File: src/rtl/frog_position_ctrl.sv
// Frog position controller: debounces four buttons, queues one grid step per press,
// and commits the step only at the rising edge of vsync so the frog never moves mid-frame.
module frog_position_ctrl #(
  parameter int DEBOUNCE_CYCLES = 250000,
  parameter int GRID_SIZE       = 32,
  parameter int H_DISPLAY       = 640,
  parameter int V_DISPLAY       = 480,
  parameter int START_X         = 320,
  parameter int START_Y         = 448
) (
  input  logic       clk,
  input  logic       rst_n,
  input  logic       btn_up,
  input  logic       btn_down,
  input  logic       btn_left,
  input  logic       btn_right,
  input  logic       vsync,
  output logic [9:0] frog_x,
  output logic [9:0] frog_y,
  output logic       move_pulse
);

  localparam int CNT_W = (DEBOUNCE_CYCLES > 1) ? $clog2(DEBOUNCE_CYCLES) : 1;
  localparam logic [CNT_W-1:0] CNT_MAX = CNT_W'(DEBOUNCE_CYCLES - 1);
  localparam logic [9:0] GRID    = 10'(GRID_SIZE);
  localparam logic [9:0] X_RIGHT = 10'(H_DISPLAY - 2 * GRID_SIZE);
  localparam logic [9:0] Y_DOWN  = 10'(V_DISPLAY - 2 * GRID_SIZE);

  typedef enum logic [1:0] {IDLE, PENDING, RELEASE} state_t;
  typedef enum logic [1:0] {DIR_UP, DIR_DOWN, DIR_LEFT, DIR_RIGHT} dir_t;

  // Bit 3 = up, 2 = down, 1 = left, 0 = right.
  logic [3:0] raw;
  logic [3:0] sync_a;
  logic [3:0] sync_b;
  logic [3:0] level;
  logic [3:0] level_prev;
  logic [CNT_W-1:0] cnt [4];
  logic [3:0] press;
  logic       vsync_prev;
  logic       vsync_rise;
  state_t     state;
  dir_t       dir;

  assign raw        = {btn_up, btn_down, btn_left, btn_right};
  assign press      = level & ~level_prev;
  assign vsync_rise = vsync & ~vsync_prev;

  always_ff @(posedge clk or negedge rst_n) begin
    if (!rst_n) begin
      sync_a     <= '0;
      sync_b     <= '0;
      level      <= '0;
      level_prev <= '0;
      vsync_prev <= 1'b0;
      for (int i = 0; i < 4; i++) cnt[i] <= '0;
    end else begin
      sync_a     <= raw;
      sync_b     <= sync_a;
      level_prev <= level;
      vsync_prev <= vsync;
      // Any cycle of agreement restarts the count, so bounces never accumulate.
      for (int i = 0; i < 4; i++) begin
        if (sync_b[i] == level[i]) begin
          cnt[i] <= '0;
        end else if (cnt[i] == CNT_MAX) begin
          cnt[i]   <= '0;
          level[i] <= ~level[i];
        end else begin
          cnt[i] <= cnt[i] + 1'b1;
        end
      end
    end
  end

  always_ff @(posedge clk or negedge rst_n) begin
    if (!rst_n) begin
      state      <= IDLE;
      dir        <= DIR_UP;
      frog_x     <= 10'(START_X);
      frog_y     <= 10'(START_Y);
      move_pulse <= 1'b0;
    end else begin
      move_pulse <= 1'b0;
      case (state)
        IDLE: begin
          if (|press) begin
            state <= PENDING;
            if (press[3])      dir <= DIR_UP;
            else if (press[2]) dir <= DIR_DOWN;
            else if (press[1]) dir <= DIR_LEFT;
            else               dir <= DIR_RIGHT;
          end
        end
        PENDING: begin
          // Blocked steps still consume the press but produce no pulse.
          if (vsync_rise) begin
            state <= RELEASE;
            case (dir)
              DIR_UP: if (frog_y >= GRID) begin
                frog_y     <= frog_y - GRID;
                move_pulse <= 1'b1;
              end
              DIR_DOWN: if (frog_y <= Y_DOWN) begin
                frog_y     <= frog_y + GRID;
                move_pulse <= 1'b1;
              end
              DIR_LEFT: if (frog_x >= GRID) begin
                frog_x     <= frog_x - GRID;
                move_pulse <= 1'b1;
              end
              default: if (frog_x <= X_RIGHT) begin
                frog_x     <= frog_x + GRID;
                move_pulse <= 1'b1;
              end
            endcase
          end
        end
        RELEASE: begin
          if (level == 4'b0000) state <= IDLE;
        end
        default: state <= IDLE;
      endcase
    end
  end

endmodule

File: config.mk
export PLATFORM = sky130hd
export DESIGN_NAME = frog_position_ctrl
export DESIGN_NICKNAME = d
export VERILOG_FILES = /design/src/rtl/frog_position_ctrl.sv
export SDC_FILE = /design/constraint.sdc
export NUM_CORES = 1
export LEC_CHECK = 0
export BUFFER_PORTS_ARGS = -buffer_cell sky130_fd_sc_hd__buf_2
export CORE_UTILIZATION = 40
export DETAILED_ROUTE_END_ITERATION = 10
export PLACE_DENSITY = 0.56
export SYNTH_ARGS = -nofsm -noshare
export SYNTH_HDL_FRONTEND = slang
export SYNTH_SLANG_ARGS = --single-unit
File: constraint.sdc
create_clock -name clk -period 2.2 [get_ports clk]
set_clock_uncertainty 0.2 [all_clocks]
set_input_delay 0.44 -clock clk [delete_from_list [all_inputs] [get_ports clk]]
set_output_delay 0.44 -clock clk [all_outputs]
set_load 0.05 [all_outputs]
==> flow_summary_export.csv <==
group,metric,value,unit
setup_path,path_cells,"inv_1, ha_1, or4_4, nand4_4, a21oi_2, xor2_1",
setup_path,timing.critical_path.max_delay_family,"simple AND/OR/NAND/NOR gates",
power_and_ir_drop,vdd.ir_drop.worst,0.000486,V
clock_tree,cts.clk_slew.worst_paths,70,ps
synth,post_synth_inst_count,491,
timing,final_min_period_over_clock_period,96.3,%
die,cell_rows,40,
power_and_ir_drop,share_comb_of_total_power,4.4,%
route,drt_iter0_markers,160,
final_layout,share_of_cells_above_drive_strength_1,13.8,%
synth,async_set_or_reset_flop_fraction_in_the_synthesized_netlist,100,%
power_and_ir_drop,total_power,3.72,mW
clock_tree,cts_tree,"yes",
placed_design,place_worst_setup_slack,43.0,ps
min_path,timing.hold.worst.class,"input port to flop",
setup_path,setup.worst_path.end_class,"flop",
final_layout,antenna_cells_inserted,0,
die,placeableCoreArea,12200,um^2
synth,synth_area_per_cell,10.3,um^2
setup_path,crit_slowest_cell,"dfstp_4",
final_layout,ff_latch_area,2620,um^2
placed_design,numPlacedInstances,677,
final_layout,flow.area_growth_from_synthesis,14.0,%
route,drt-total-wl,8520,um
placed_design,gp_routability_congestion,0.830,
power_and_ir_drop,net-switching-power,817,uW
power_and_ir_drop,switching_share,22.0,%
setup_path,timing.critical_path.arrival,2150,ps
die,die_y,115,um
clock_tree,cts_root_buffer,"clkbuf_16",
final_layout,final_cell_area,5770,um^2
clock_tree,cts_buffers,9,
timing,final-hold-violation-count,0,
setup_path,worst_path_buf_inv,1,
setup_path,worst_setup_path_start_kind,"flop",
timing,timing.fmax,472,MHz
route,detail-route-antenna-nets,0,
route,drt-wirelength-per-cell,12.2,um
power_and_ir_drop,intPower,2.90,mW
synth,netlist_top_cells_area,"dfrtp_1 49%, xor2_1 8.5%, nor2_1 7.5%",
power_and_ir_drop,pwr-share-clk,43.0,%
grt,grt.overflow.total,0,
clock_tree,cts_sinks,104,
die,io-pin-count,28,
synth,synth.cell_area,5060,um^2
synth,count_of_flip_flops_with_a_built_in_enable_after_synthesis,0,
grt,grt_max_degree,47,
placed_design,numPortBuffers,17,
route,route.detailed.drc,0,
timing,slew_viol_final,0,
timing,timing.final.setup_violations,0,
die,starting_density_of_the_core,41.6,%
grt,grt_pass1_wl,15200,um
route,drtPass1Iterations,4,
final_layout,layout.filler_cells,1151,
synth,postSynth.topFlopCell,"dfrtp_1",
clock_tree,clk_path_buf_depth,2,
grt,grt_util_all_layers,14.8,%
clock_tree,h-tree-depth,3,
synth,post-synth-top-area-fraction,48.9,%
synth,synth_largest_area_cell,"dfrtp_1",
die,die-area,13100,um^2
run_status,status,"completed",
power_and_ir_drop,power-per-cell-area,644,nW/um^2
route,vias_per_cell,4.83,
synth,ys_ff_latch,104,
power_and_ir_drop,leakage,2.56,nW
die,die_width,115,um
final_layout,multi_input_area,2330,um^2
timing,clock_period_minus_worst_slack,2120,ps
setup_path,worst_ep_required_time,2230,ps
synth,synth.distinct_cells,45,
timing,rsz_0062_raised_after_global_routing,"no",
final_layout,finish.cell_count_without_fillers,698,
final_layout,final_nets,543,
timing,tns,0,ps
synth,register_area_share_after_synthesis,51.5,%
grt,number_of_global_route_vias_before_repair,3312,
power_and_ir_drop,seqPwrFrac,52.7,%
synth,yosys_warnings,0,
clock_tree,source_to_sink_clock_delay_at_the_later_pin_of_the_worst_skew_pair,340,ps
setup_path,path_max_fanout,6,
flow_run,drv.max_cap_violation_count,0,
setup_path,path_class,"flop to flop",
placed_design,post-dp-hpwl,5970,um
timing,setup_slack,80.7,ps
setup_path,timing.critical_path.slowest_cell_delay,640,ps
route,routed-via-count,3373,
placed_design,placed_area,5400,um^2
grt,antenna_found_initial,0,
[cells in the final DEF (no fill, tap or decap), drive strengths merged, types with 3 or more instances in the layout]
master / n
o21ai: 7
nor2: 101
nand2b: 8
inv: 15
a21oi: 10
dfstp: 5
clkbuf: 12
buf: 27
and3: 3
nor4: 11
xnor2: 29
ha: 11
xor2: 49
and2: 3
nand2: 34
nand3: 30
dlygate4sd3: 4
nand4: 25
mux2: 4
conb: 10
nor4b: 5
and4: 3
dfrtp: 99
nor2b: 7
[synthesized netlist by cell type (all sizes together), types with 4 or more instances]
library cell	n
nor4b	5
nand3	30
dfstp	5
ha	11
o21ai	7
xor2	49
nor2	101
a21oi	10
xnor2	29
nor4	11
buf	17
nor2b	7
mux2	4
nand2	34
nand4	25
inv	15
nand2b	8
dfrtp	99
[layout make-up]
cell class              count  area share [%]
clock inverters             4           0.932
multi-input cells         364            40.5
flip-flops and latches    104            45.4
clock buffers              12            4.27
inverters                  15           0.976
repair buffers             31            4.38
well taps                 168            3.64
[per-stage QoR]
| stage | utilization (%) | hold WS, ps |
|---|---|---|
| after floorplan | - | -55.6 |
| after global placement | 44.4 | 135 |
| after detailed placement | 44.4 | 145 |
| after CTS | 47.2 | 9.42 |
| after global routing | 47.5 | 10.1 |
| final | 47.5 | 27.6 |
[path summary, 6_finish.rpt]
path	startpoint	to	slack, ps	cells after the start
min	vsync	vsync_prev	30	1
min in group asynchronous	rst_n	frog_y[9]	370	2
max	frog_y[6]	frog_y[9]	80	6
max reg2reg	frog_y[6]	frog_y[9]	80	6
max in group asynchronous	rst_n	frog_x[8]	860	3
min reg2reg	sync_a[0]	sync_b[0]	160	0
[registers in the layout, summed over array words and instances (netlist names)]
name,count
state,2
frog_y,5
sync_a,4
move_pulse,1
level_prev,4
sync_b,4
level,4
dir,2
cnt,72
vsync_prev,1
frog_x,5
[power groups by stage]
stage / Sequential [mW] / Combinational (mW) / Clock (mW)
2_1_floorplan: 1.99 / 0.107 / 0
3_3_place_gp: 1.99 / 0.160 / 0
3_5_place_dp: 1.99 / 0.162 / 0
4_1_cts: 1.96 / 0.168 / 1.67
5_1_grt: 1.96 / 0.187 / 1.73
6_report: 1.96 / 0.162 / 1.60
[layer usage]
| layer | global-route usage (%) | up-vias | share of wire [%] |
|---|---|---|---|
| li1 | - | 1694 | - |
| met1 | 18.4 | 1632 | 49 |
| met2 | 23.9 | 38 | 47 |
| met3 | 4.98 | 9 | 3.4 |
| met4 | 5.37 | 0 | 1.4 |
| met5 | 0 | - | 0 |
[cells by family after synthesis]
logic type | share of synthesized area, %
simple gates | 24.6
buf+inv | 3.73
other cells | 0.0741
fa+ha+maj | 2.72
xor+xnor | 13.5
flops | 51.5
mux | 1.09
compound gates | 2.77
[what timing repair did]
item / CTS / global route
endpoints found under the hold margin: 26 / 0
setup endpoints to repair: 0 / 5
buffers inserted: 0 / 1
gates resized for setup: 0 / 6
hold buffers: 4 / 0
Note: power is estimated with default switching activity, not from simulation.
